[src/rtl/router_input_buffer.sv]
// Two-VC router input stage: per-VC DEPTH-entry FIFOs with occupancy counters, registered output.
// Optional `ROUTER_INPUT_BUFFER_OCC_EN adds vc0_count/vc1_count and almost_full outputs.
module router_input_buffer #(
  parameter int unsigned DATA_WIDTH = 64,
  parameter int unsigned DEPTH      = 4
) (
  input  logic                         clk,
  input  logic                         reset,
  input  logic                         polarity,
  input  logic                         send,
  input  logic                         blocked,
  input  logic [DATA_WIDTH-1:0]        data_in,
  output logic                         ready,
  output logic                         out_valid,
  output logic [DATA_WIDTH-1:0]        data_out,
  output logic                         drop_err
`ifdef ROUTER_INPUT_BUFFER_OCC_EN
  ,
  output logic [$clog2(DEPTH+1)-1:0]   vc0_count,
  output logic [$clog2(DEPTH+1)-1:0]   vc1_count,
  output logic                         almost_full
`endif
);

  localparam int unsigned PW = $clog2(DEPTH);
  localparam int unsigned CW = $clog2(DEPTH + 1);
  localparam logic [CW-1:0] FULL = CW'(DEPTH);

  logic [DATA_WIDTH-1:0] mem_q  [2][DEPTH];
  logic [PW-1:0]         wptr_q [2];
  logic [PW-1:0]         rptr_q [2];
  logic [CW-1:0]         cnt_q  [2];

  logic                  out_valid_q, out_valid_d;
  logic [DATA_WIDTH-1:0] data_out_q, data_out_d;
  logic                  drop_err_q, drop_err_d;

  logic wvc, rvc, push, pop, refuse;

  assign wvc    = polarity;
  assign rvc    = ~polarity;
  assign ready  = reset && !blocked && (cnt_q[wvc] != FULL);
  assign push   = send && ready;
  assign pop    = reset && !blocked && (cnt_q[rvc] != '0);
  assign refuse = reset && send && !ready;

  always_comb begin
    out_valid_d = pop;
    data_out_d  = '0;
    if (pop) data_out_d = mem_q[rvc][rptr_q[rvc]];
    drop_err_d  = drop_err_q || refuse;
  end

  // Array storage is not reset; occupancy counters alone define validity.
  always_ff @(posedge clk) begin
    if (push) mem_q[wvc][wptr_q[wvc]] <= data_in;
  end

  always_ff @(posedge clk) begin
    if (!reset) begin
      for (int unsigned v = 0; v < 2; v++) begin
        wptr_q[v] <= '0;
        rptr_q[v] <= '0;
        cnt_q[v]  <= '0;
      end
      out_valid_q <= 1'b0;
      data_out_q  <= '0;
      drop_err_q  <= 1'b0;
    end else begin
      // Push and pop always hit opposite VCs, so each count moves by at most one.
      if (push) begin
        wptr_q[wvc] <= wptr_q[wvc] + 1'b1;
        cnt_q[wvc]  <= cnt_q[wvc] + 1'b1;
      end
      if (pop) begin
        rptr_q[rvc] <= rptr_q[rvc] + 1'b1;
        cnt_q[rvc]  <= cnt_q[rvc] - 1'b1;
      end
      out_valid_q <= out_valid_d;
      data_out_q  <= data_out_d;
      drop_err_q  <= drop_err_d;
    end
  end

  assign out_valid = out_valid_q;
  assign data_out  = data_out_q;
  assign drop_err  = drop_err_q;

`ifdef ROUTER_INPUT_BUFFER_OCC_EN
  assign vc0_count   = cnt_q[0];
  assign vc1_count   = cnt_q[1];
  assign almost_full = reset && (cnt_q[wvc] >= CW'(DEPTH - 1));
`endif

endmodule
[config.mk]
export PLATFORM = sky130hd
export DESIGN_NAME = router_input_buffer
export DESIGN_NICKNAME = d
export VERILOG_FILES = /design/src/rtl/router_input_buffer.sv
export SDC_FILE = /design/constraint.sdc
export NUM_CORES = 1
export LEC_CHECK = 0
export BUFFER_PORTS_ARGS = -buffer_cell sky130_fd_sc_hd__buf_2
export CAP_MARGIN = 30
export CORE_MARGIN = 2
export CORE_UTILIZATION = 45
export DETAILED_ROUTE_END_ITERATION = 16
export PLACE_DENSITY = 0.69
export RECOVER_POWER = 25
export SLEW_MARGIN = 20
export SYNTH_ARGS = -nofsm -noshare
export SYNTH_HDL_FRONTEND = slang
export SYNTH_SLANG_ARGS = --single-unit
[constraint.sdc]
create_clock -name clk -period 5.1 [get_ports clk]
set_input_delay 1.02 -clock clk [delete_from_list [all_inputs] [get_ports clk]]
set_output_delay 1.02 -clock clk [all_outputs]
set_load 0.01 [all_outputs]
# After elaboration in Yosys (flattened, before gate mapping)
# Memories as Yosys holds them, arrays and structs flattened.
# Index checks and enable logic that the tools add are counted.
[op_classes]
order_cmp = 3
n_mux = 25
n_eq_ne = 1
bitwise = 3
n_reduce_logical = 16
addsub = 4
[ops]
columns = ["operator", "n"]
rows = [
  ["two-way mux 256 bit", 1],
  ["two-way mux 64 bit", 3],
  ["binary-select mux 64 bit (select 2 bit)", 1],
  ["demux 64 bit (select 2 bit)", 1],
  ["two-way mux 1 bit", 15],
  ["logical AND 1 bit", 7],
  ["greater-or-equal comparator 3 bit, second input constant", 2],
  ["two-way mux 3 bit", 2],
  ["inverter 2 -> 3 bit", 2],
  ["OR reduction 3 bit", 2],
  ["adder 2 x 1 -> 2 bit, second input constant", 2],
  ["two-way mux 2 bit", 2],
  ["OR reduction 2 bit", 2],
  ["adder 3 x 1 -> 3 bit, second input constant", 1],
  ["< comparator 3 x 1 -> 1 bit, second input constant", 1],
  ["!= test 3 bit, second input constant", 1],
  ["nonzero test 3 bit", 1],
  ["subtractor 3 x 1 -> 3 bit, second input constant", 1],
  ["zero test 1 bit", 2],
  ["AND reduction 2 bit", 1],
  ["logical OR 1 bit", 1],
  ["inverter 1 bit", 1],
]
[totals]
elab_cells = 59
reg_bits = 66
output_inout_bits = 67
mem_bits_rw = 526
in_bits = 69
n_memories = 4
[mem_list]
columns = ["memory", "words", "word_bits", "read_ports", "rd_ports_with_merged_regs", "wr", "line_no", "rtl"]
rows = [
  ["mem_q", 2, 256, 1, 0, 1, "29", "logic [DATA_WIDTH-1:0] mem_q [2][DEPTH];"],
  ["cnt_q", 2, 3, 2, 0, 2, "32", "logic [CW-1:0] cnt_q [2];"],
  ["rptr_q", 2, 2, 1, 0, 2, "31", "logic [PW-1:0] rptr_q [2];"],
  ["wptr_q", 2, 2, 1, 0, 2, "30", "logic [PW-1:0] wptr_q [2];"],
]

# Logic depth before layout (Yosys ltp)
# Gate-level depths: netlist of run 1.
[depth]
depth_word = 9
ltp_mapped = 11
depth_no_buf = 6

# Least setup slack after synthesis of run 1
# Ideal clock, no wire load.
[synth_timing]
path_kind = "in2reg"
startpoint = "in polarity"
endpoint = "mem mem_q[0][128] in the netlist's numbering (enable)"
cell_stages = 7
arrival_time_ns = 3.994
required_time_ns = 4.671
setup_ns = 0.429
path_buffers = 3
path_slack_ns = 0.677
cell_sequence = "buf_6 -> buf_2 -> buf_2 -> mux2i_1 -> ha_1 -> a2111oi_2 -> and2_1"
[synth_via]
elab_chain_cells = 7
elab_cells_between_ends = 13
classes_between = "order compare (2); eq/ne (1); mux (4); bitwise (1); reduce/logical (3); memory (2)"
[synth_lines]
columns = ["item", "line_no", "rtl"]
rows = [
  ["from (decl)", "9", "input logic polarity,"],
  ["memory read (2 x 2 bit)", "n/a", ""],
  ["inverter 2 -> 3 bit (implied by the code)", "56", "if (push) mem_q[wvc][wptr_q[wvc]] <= data_in;"],
  ["greater-or-equal comparator 3 bit (implied by the code) / < comparator 3 x 1 -> 1 bit (equally long branches)", "56", ""],
  ["logical AND 1 bit (implied by the code)", "56", ""],
  ["two-way mux 64 bit (implied by the code)", "56", ""],
  ["demux 64 bit (select 2 bit)", "56", ""],
  ["two-way mux 256 bit (implied by the code)", "56", ""],
  ["to (decl)", "29", ""],
]
# Several ways; a longest one is shown, not always the timed one.

# Worst setup path in the final report of run 1
[layout_timing]
startpoint = "in polarity"
endpoint = "out ready"
[layout_via]
elab_chain_cells = 3
[layout_lines]
columns = ["item", "line_no", "rtl"]
rows = [
  ["memory read (2 x 3 bit)", "n/a", ""],
  ["!= test 3 bit", "42", "assign ready = reset && !blocked && (cnt_q[wvc] != FULL);"],
  ["logical AND 1 bit", "42", ""],
  ["to (decl)", "13", "output logic ready,"],
]
# No other way between the ends.

==> results.py, run 1 <==
metrics = {
    "placement": {
        "gp_congestion": 0.7678,
        "pre_cts_ws_ns": 1.218,
        "dpl_cell_area_um2": 23740,
        "numPortBuffers": 135,
        "dp_hpwl_mm": 25.13,
    },
    "floorplan": {
        "dieHeight_um": 227.0,
        "rows": 81,
        "start_util": 0.4563,
        "coreArea_um2": 49050,
        "io-pin-count": 136,
        "dieWidth_um": 227.0,
        "die-area_um2": 51540,
    },
    "timing": {
        "setup_slack_ns": 1.848,
        "fin_skew_ns": 0.02207,
        "hold_viol": 0,
        "period_share": 0.6377,
        "grt_setup_unrepaired": "false",
        "slew_headroom": 0.1946,
        "tightest_slew_ns": 1.208,
        "max_freq_mhz": 307.5,
        "drv_slew": 0,
        "finalSetupViolations": 0,
        "period_minus_slack_ns": 3.252,
        "fin_tns_setup_ns": 0,
    },
    "synthesis": {
        "synth_edf_count": 526,
        "seq_area_frac_synth": 0.7647,
        "synth-simple-area-share": 0.02940,
        "synth_compound_area_frac": 0.03298,
        "synth_top_family_by_area": "multiplexers",
        "postSynthCellCount": 1240,
        "syn_avg_cell_area_um2": 18.05,
        "synth_mux_area_frac": 0.1474,
        "syn_area_um2": 22380,
        "synthesis.nets": 1317,
        "yosys_warnings": 0,
        "synthFlopType": "edfxtp_1",
        "synth-xor-area-share": 0.001174,
        "synthArstFlopShare": 0,
        "synthAdderAreaFrac": 0.004472,
        "ys_types": 30,
        "synth_seq_cells": 592,
    },
    "clock_network": {
        "clock_latency_ns": 0.62,
        "cts_made_buffers": 58,
        "clock_path_buffers": 3,
        "cts_tree": "done",
        "cts-root-buf": "clkbuf_16",
        "cts_setup_buffers": 0,
        "clock_sink_count": 592,
        "h-tree-depth": 2,
        "hold_buffers": 0,
        "path_clk_slew_ns": 0.06,
        "cts_resized": 0,
    },
    "power_and_ir_drop": {
        "p_comb_frac": 0.050,
        "clockPowerShare": 0.442,
        "p_int_uw": 8405,
        "seqPwrFrac": 0.508,
        "p_leak_uw": 0.009140,
        "p_total_uw": 10600,
        "switching_share": 0.2068,
        "irDropWorstVdd_mv": 0.3034,
        "powerDensity_nw_per_um2": 410.3,
        "p_switching_uw": 2191,
    },
    "worst_hold_path": {
        "hp-class": "register to register",
    },
    "global_routing": {
        "grt_pass1_wl_mm": 67.94,
        "first_global_vias": 11551,
        "gr-total-overflow": 0,
        "grt_max_degree": 131,
        "antenna_found_initial": 4,
        "grt_usage": 0.1742,
    },
    "setup_path": {
        "max_stage_delay_ns": 0.31,
        "critPathRequiredTime_ns": 4.08,
        "path_cells": "buf_4 > mux2i_1 > ha_1 > a21oi_1 > buf_2",
        "end_kind": "output pin",
        "start_kind": "input pin",
        "cp.arrival_ns": 2.23,
        "setup.worst_path.class": "input pin to output pin",
        "cpMaxStageDelayCell": "mux2i_1",
        "cp_max_fo": 25,
    },
    "finish": {
        "final_cell_mix": "edfxtp_1 (526), mux2i_1 (327), nand2_1 (137)",
        "post-route-cell-area_um2": 25830,
        "final_layout_size_suffix_gt1_frac": 0.1554,
        "final_common_cell": "edfxtp_1",
        "layout.nets": 1462,
        "syn_to_final_growth_pct": 15.38,
    },
    "drt": {
        "drc": 0,
        "routed_wl_mm": 44.41,
        "avgViaCountPerCell": 5.277,
        "wl_per_cell_um": 21.15,
        "dr.first_iter.drc_count": 689,
        "drtAntennaViolNets": 0,
        "via_count": 11081,
        "first_pass_iters": 4,
    },
    "status": {
        "status": "complete, no violations",
    },
    "flow_run": {
        "cap_violations": 0,
    },
}
## worst paths after layout
path	startpoint	end	slack, ns	cells past startpoint
setup / recovery	polarity	ready	1.85	5
hold / removal	drop_err$_SDFF_PN0_	drop_err$_SDFF_PN0_	0.47	2
setup reg to reg	cnt_q[1][0]$_DFFE_PP_	mem_q[0][18]$_DFFE_PP_	2.25	5
hold reg to reg	drop_err$_SDFF_PN0_	drop_err$_SDFF_PN0_	0.47	2
## area by class of cell
cell class | count | area [um2]
tap | 664 | 830.8
inverter | 6 | 27.53
timing repair buffer | 152 | 867.1
sequential | 592 | 17120
antenna | 1 | 2.502
clock buffer | 63 | 1501
fill | 3973 | 23230
clock inverter | 47 | 635.6
multi-input combinational | 575 | 4845
## synthesized netlist by cell type (2+ instances only)
cell type,instances,area [um2]
a21oi_1,3,15.01
a32o_1,64,640.6
and2_1,11,68.82
buf_1,2,7.510
buf_2,37,185.2
buf_4,7,52.55
buf_6,13,146.4
clkbuf_1,8,30.03
dfxtp_1,66,1321
edfxtp_1,526,15800
ha_1,8,100.1
inv_1,5,18.77
mux2i_1,327,3273
nand2_1,137,514.2
nand3_1,2,10.01
nor2_1,6,22.52
o22ai_1,2,12.51
o2bb2ai_1,2,17.52
xnor2_1,3,26.28
## cell families (layout without fill, tap and decap cells)
group,Yosys count,count (layout)
AND/OR/NAND/NOR,159,159
other,0,1
buffers and inverters,73,268
XOR/XNOR,3,3
AO/OA/AOI/OAI,76,76
flip-flops,592,592
multiplexers,329,329
adder cells (fa/ha/maj),8,8
## stage by stage
| stage | util | instances | hold slack (ns) |
|---|---|---|---|
| after floorplan | - | 1240 | 0.4897 |
| after global placement | 0.4818 | 1985 | 0.4395 |
| after detailed placement | 0.4840 | 1989 | 0.4477 |
| after CTS | 0.5276 | 2099 | 0.4664 |
| after global routing | 0.5265 | 2099 | 0.5138 |
| final | 0.5265 | 2100 | 0.4683 |
## metal layers
layer	GRT usage	part of all wire	vias to the layer above
li1	-	-	5116
met1	0.2314	0.44	5616
met2	0.2918	0.49	285
met3	0.03472	0.055	58
met4	0.05166	0.018	6
met5	0	0.00081	-
## registers in the layout, summed over array words and instances, names as in the netlist
signal and cells:
mem_q 512, data_out 64, wptr_q 4, out_valid 1, drop_err 1, cnt_q 6
rptr_q 4
## critical path, delay by kind of cell
kind,cells,cell delay [ns]
fa+ha+maj,1,0.31
mux,1,0.31
compound gates,1,0.14
buf+inv,2,0.44
## power by group through the flow
| stage | registers [uW] | logic, uW | clock network, uW |
|---|---|---|---|
| 6_report | 5380 | 534 | 4680 |
| 3_3_place_gp | 5490 | 526 | 0 |
| 2_1_floorplan | 5490 | 330 | 0 |
| 4_1_cts | 5380 | 548 | 4760 |
| 3_5_place_dp | 5490 | 544 | 0 |
| 5_1_grt | 5380 | 583 | 4960 |
Power figures use the tool's default switching activity.
==> run 2, diff against run 1 <==
==> constraint.sdc (replaced) <==
create_clock -name clk -period 3.3 [get_ports clk]
set_input_delay 0.66 -clock clk [delete_from_list [all_inputs] [get_ports clk]]
set_output_delay 0.66 -clock clk [all_outputs]
set_load 0.01 [all_outputs]
==> run 2 against run 1 <==
Against the previous run: worst setup slack worse by 1.2 ns; global-route usage up 0.49 points; power up 50%; sequential share of layout area down 0.36 points; die area unchanged; clock skew down 0.0051 ns; utilization up 0.29 points; critical path depth unchanged; non-clock buffer count up 19; register-to-register slack worse by 1.5 ns; critical path type unchanged.
==> results.py, run 2 (synthesis results as in run 1) <==
metrics = {
    "power_and_ir_drop": {
        "irDropWorstVdd_mv": 0.4427,
        "p_switching_uw": 3323,
        "seqPwrFrac": 0.522,
        "clockPowerShare": 0.424,
        "p_int_uw": 12620,
        "powerDensity_nw_per_um2": 613.9,
        "switching_share": 0.2084,
        "p_leak_uw": 0.009221,
        "p_comb_frac": 0.054,
    },
    "flow_run": {
        "cap_violations": 0,
    },
    "placement": {
        "gp_congestion": 0.7611,
        "numPortBuffers": 135,
        "dp_cells": 2008,
        "pre_cts_ws_ns": 0.2373,
        "dp_hpwl_mm": 27.86,
    },
    "drt": {
        "routed_wl_mm": 46.02,
        "drc": 0,
        "avgViaCountPerCell": 5.293,
        "drtAntennaViolNets": 0,
        "wl_per_cell_um": 21.78,
        "via_count": 11185,
        "first_pass_iters": 5,
        "dr.first_iter.drc_count": 877,
    },
    "setup_path": {
        "r2r_setup_slack_ns": 0.71,
        "rr_startpoint": "cnt_q[1][0]$_DFFE_PP_",
        "start_kind": "input pin",
        "critPathRequiredTime_ns": 2.64,
        "setup.worst_path.class": "input pin to output pin",
        "reg2regPathDepth": 5,
        "end_kind": "output pin",
        "r2r_end": "mem_q[0][154]$_DFFE_PP_",
        "cp_max_fo": 23,
        "cp.arrival_ns": 2.01,
    },
    "timing": {
        "tightest_slew_ns": 0.7106,
        "hold_viol": 0,
        "max_freq_mhz": 374.6,
        "setup_slack_ns": 0.6304,
        "fin_skew_ns": 0.01702,
        "slew_headroom": 0.5263,
        "fin_tns_setup_ns": 0,
        "finalSetupViolations": 0,
        "grt_setup_unrepaired": "false",
        "drv_slew": 0,
        "period_share": 0.8090,
        "period_minus_slack_ns": 2.670,
    },
    "floorplan": {
        "die-area_um2": 51540,
        "dieHeight_um": 227.0,
        "start_util": 0.4563,
        "coreArea_um2": 49050,
        "io-pin-count": 136,
        "dieWidth_um": 227.0,
        "rows": 81,
    },
    "finish": {
        "layout.nets": 1480,
        "finalNonFillerCells": 2113,
        "register_area_um2": 17120,
        "fill_cells": 3937,
        "multi_input_area_um2": 4845,
        "final_cell_mix": "edfxtp_1 (526), mux2i_1 (327), nand2_1 (137)",
        "syn_to_final_growth_pct": 16.01,
        "final_layout_size_suffix_gt1_frac": 0.1602,
        "final_common_cell": "edfxtp_1",
        "largest_reg_flops": 512,
    },
    "global_routing": {
        "antenna_found_initial": 2,
        "grt_max_degree": 93,
        "grt_pass1_wl_mm": 69.13,
        "grt_usage": 0.1791,
        "gr-total-overflow": 0,
        "first_global_vias": 11594,
    },
    "clock_network": {
        "cts_setup_buffers": 0,
        "path_clk_slew_ns": 0.06,
        "clock_latency_ns": 0.62,
        "cts_resized": 0,
        "hold_buffers": 0,
        "clock_sink_count": 592,
        "cts_tree": "done",
        "cts-root-buf": "clkbuf_16",
        "h-tree-depth": 2,
        "clock_path_buffers": 3,
        "cts_made_buffers": 57,
    },
    "status": {
        "status": "complete, no violations",
    },
    "worst_hold_path": {
        "hp-start": "blocked",
        "min_delay_path_depth": 2,
        "holdPathEnd": "out_valid$_SDFF_PN0_",
        "hp-class": "input pin to register",
    },
}
## run 2: worst max path at each step
stage                          startpoint                      end  slack [ns]  cells past startpoint
global placement                 polarity  mem_q[0][146]$_DFFE_PP_        0.33                      6
global route        cnt_q[1][0]$_DFFE_PP_  mem_q[0][145]$_DFFE_PP_        0.53                      5
detailed placement               polarity  mem_q[0][143]$_DFFE_PP_        0.24                      6
finish                           polarity                    ready        0.63                      5
CTS                              polarity                    ready        0.55                      5
floorplan                        polarity    mem_q[1][0]$_DFFE_PP_        0.16                      7
## run 2: metrics by stage
step	utilization	cell area [um2]	power, uW	hold slack [ns]
6_report	0.5294	25970	15940	0.2974
2_1_floorplan	-	22400	8999	0.4897
3_3_place_gp	0.4904	24060	9331	0.4400
3_5_place_dp	0.4904	24060	9355	0.4475
5_1_grt	0.5293	25960	16400	0.2836
4_1_cts	0.5304	26020	16070	0.2767
## run 2: metal layers
metal / global-route usage / part of all wire / up-vias
met5: 0 / 0.00026 / -
met4: 0.05250 / 0.022 / 2
met3: 0.03498 / 0.062 / 71
met2: 0.3044 / 0.50 / 326
met1: 0.2349 / 0.42 / 5631
li1: - / - / 5155
## run 2: critical path: stages
cell     delay, ns
buf_4         0.15
buf_4         0.33
mux2_4        0.37
a21oi_1       0.30
buf_2         0.20
## run 2: area by class of cell
cell class / count / area share
flip-flops and latches: 592 / 0.6592
multi-input cells: 575 / 0.1866
clock buffers: 72 / 0.05946
repair buffers: 171 / 0.04549
well taps: 664 / 0.03200
clock inverters: 32 / 0.01614
inverters: 6 / 0.001060
diodes: 1 / 0.00009637
## run 2: power by group through the flow
stage          Sequential (uW)  Clock [uW]  Combinational [uW]
2_1_floorplan             8490           0                 512
3_3_place_gp              8480           0                 849
3_5_place_dp              8480           0                 873
4_1_cts                   8320        6880                 873
5_1_grt                   8330        7140                 928
6_report                  8320        6770                 854
==> run 3, diff against run 2 <==
--- a/config.mk
+++ b/config.mk
@@ -5,6 +5,7 @@
 export SDC_FILE = /design/constraint.sdc
 export NUM_CORES = 1
 export LEC_CHECK = 0
+export ABC_AREA = 1
 export BUFFER_PORTS_ARGS = -buffer_cell sky130_fd_sc_hd__buf_2
 export CAP_MARGIN = 30
 export CORE_MARGIN = 2
==> constraint.sdc (replaced) <==
create_clock -name clk -period 2.7 [get_ports clk]
set_input_delay 0.54 -clock clk [delete_from_list [all_inputs] [get_ports clk]]
set_output_delay 0.54 -clock clk [all_outputs]
set_load 0.01 [all_outputs]
==> run 3 against run 2 <==
Against the previous run: via count up 32%; non-clock buffer count fell by 2; largest power group unchanged; worst setup slack got worse by 0.41 ns; critical endpoint unchanged; combinational power increased by 51%.
==> results.py, run 3 <==
metrics = {
    "setup_path": {
        "start_kind": "register",
        "reg2regPathDepth": 8,
        "cp_max_fo": 3,
        "cp.arrival_ns": 1.94,
        "rr_startpoint": "cnt_q[1][0]$_DFFE_PP_",
        "setup.worst_path.class": "register to output pin",
        "crit_path_start": "cnt_q[1][1]$_DFFE_PP_",
        "end_kind": "output pin",
        "critPathRequiredTime_ns": 2.16,
        "r2r_end": "mem_q[1][56]$_DFFE_PP_",
        "r2r_setup_slack_ns": 0.69,
    },
    "floorplan": {
        "die-area_um2": 54190,
        "io-pin-count": 136,
        "dieHeight_um": 232.8,
        "start_util": 0.4573,
        "coreArea_um2": 51510,
        "rows": 83,
        "dieWidth_um": 232.8,
    },
    "flow_run": {
        "cap_violations": 0,
    },
    "synthesis": {
        "yosysTopAreaCell": "edfxtp_1",
        "synth.most_common_cell": "nand2_1",
        "synthTopCellsByArea": "edfxtp_1 (67%), nand2_1 (20%), dfxtp_1 (5.6%)",
        "synthFlopType": "edfxtp_1",
        "synth_top_area_frac": 0.6706,
        "ys_types": 26,
        "synthArstFlopShare": 0,
        "synth_seq_cells": 592,
        "yosys_warnings": 0,
        "syn_avg_cell_area_um2": 10.99,
        "seq_area_frac_synth": 0.7267,
        "postSynthCellCount": 2143,
        "syn_area_um2": 23550,
        "synthesis.nets": 2220,
        "synth_edf_count": 526,
        "ys_top_cells_by_count": "nand2_1 (1,269), edfxtp_1 (526), dfxtp_1 (66), nor2_1 (46)",
    },
    "timing": {
        "setup_slack_ns": 0.2187,
        "slew_headroom": 0.4058,
        "max_freq_mhz": 403.0,
        "whs_ns": 0.2114,
        "period_share": 0.9190,
        "fin_skew_ns": 0.01219,
        "grt_setup_unrepaired": "false",
        "tightest_slew_ns": 0.8913,
        "period_minus_slack_ns": 2.481,
        "drv_slew": 0,
        "hold_viol": 0,
        "finalSetupViolations": 0,
    },
    "global_routing": {
        "grt_max_degree": 161,
        "grt_pass1_wl_mm": 78.54,
        "gr-total-overflow": 0,
        "grt_usage": 0.1876,
        "first_global_vias": 14272,
        "antenna_found_initial": 2,
    },
    "finish": {
        "final_layout_size_suffix_gt1_frac": 0.1089,
        "largest_reg_flops": 512,
        "syn_to_final_growth_pct": 13.81,
        "final_cell_mix": "nand2_1 (1,269), edfxtp_1 (526), buf_2 (90)",
        "post-route-cell-area_um2": 26810,
        "layout.nets": 2341,
        "final_common_cell": "nand2_1",
        "n_antenna_cell": 0,
    },
    "power_and_ir_drop": {
        "clockPowerShare": 0.407,
        "p_total_uw": 19260,
        "p_leak_uw": 0.01090,
        "p_switching_uw": 4255,
        "switching_share": 0.2209,
        "p_comb_frac": 0.067,
        "p_int_uw": 15010,
        "irDropWorstVdd_mv": 0.4988,
        "powerDensity_nw_per_um2": 718.6,
        "seqPwrFrac": 0.526,
    },
    "status": {
        "status": "complete, no violations",
    },
    "placement": {
        "dpl_cell_area_um2": 24990,
        "pre_cts_ws_ns": 0.1330,
        "gp_congestion": 0.8020,
        "dp_hpwl_mm": 29.41,
        "numPortBuffers": 135,
    },
    "drt": {
        "avgViaCountPerCell": 4.943,
        "via_count": 14793,
        "drtAntennaViolNets": 0,
        "drc": 0,
        "routed_wl_mm": 50.70,
        "wl_per_cell_um": 16.94,
        "first_pass_iters": 5,
        "dr.first_iter.drc_count": 1444,
    },
    "clock_network": {
        "cts_made_buffers": 58,
        "path_clk_slew_ns": 0.06,
        "cts_setup_buffers": 0,
        "cts-root-buf": "clkbuf_16",
        "clock_path_buffers": 3,
        "clock_sink_count": 592,
        "clock_latency_ns": 0.61,
        "hold_buffers": 0,
        "h-tree-depth": 2,
        "cts_tree": "done",
        "cts_resized": 0,
    },
    "worst_hold_path": {
        "holdPathEnd": "drop_err$_SDFF_PN0_",
        "hp-start": "send",
        "hp-class": "input pin to register",
        "min_delay_path_depth": 3,
    },
}
-- run 3: routing by layer --
metal,global-route usage,share of wire
met5,0,0.00051
met1,0.2425,0.42
met2,0.3271,0.50
met4,0.04498,0.016
met3,0.03505,0.062
-- run 3: logic make-up (layout without fill, tap and decap cells) --
| group | count (synthesis) | count (layout) | share of synthesized area |
|---|---|---|---|
| compound gates | 63 | 63 | 0.01562 |
| flops | 592 | 592 | 0.7267 |
| fa+ha+maj | 8 | 8 | 0.004250 |
| simple gates | 1344 | 1344 | 0.2172 |
| xor+xnor | 2 | 2 | 0.0007438 |
| buf+inv | 132 | 302 | 0.03463 |
| mux | 2 | 2 | 0.0008500 |
-- run 3: per-stage QoR --
stage                       util  TNS (ns)  std cells
after global routing      0.5204         0       2993
after floorplan                -   -126.05       2143
final                     0.5204         0       2993
after CTS                 0.5215         0       2993
after detailed placement  0.4852         0       2884
after global placement    0.4848         0       2883
-- run 3: layout make-up --
| class | count | area, um2 |
|---|---|---|
| fill | 4418 | 24700 |
| sequential | 592 | 17120 |
| multi-input combinational | 1419 | 5709 |
| clock buffer | 83 | 1659 |
| timing repair buffer | 169 | 1160 |
| tap | 680 | 850.8 |
| clock inverter | 26 | 207.7 |
| inverter | 24 | 102.6 |
-- run 3: worst max path at each step --
stage,slack [ns],depth (start not counted),endpoint
floorplan,-0.27,11,mem_q[0][0]$_DFFE_PP_
global placement,0.14,6,mem_q[1][43]$_DFFE_PP_
detailed placement,0.13,6,mem_q[1][46]$_DFFE_PP_
CTS,0.16,7,ready
global route,0.07,7,ready
finish,0.22,7,ready
-- run 3: power groups by stage --
stage	logic [uW]	registers, uW	clock network [uW]
2_1_floorplan	816	10400	0
3_3_place_gp	1280	10300	0
3_5_place_dp	1310	10300	0
4_1_cts	1310	10100	7990
5_1_grt	1440	10100	8360
6_report	1290	10100	7840
-- run 3: worst max-delay path, cell delays in order (launching register included) --
cell and delay [ns]:
edfxtp_1 0.40, or2_2 0.32, o21ai_2 0.08, ha_2 0.20, nand3_2 0.08, nand2_1 0.10
inv_1 0.04, buf_2 0.13
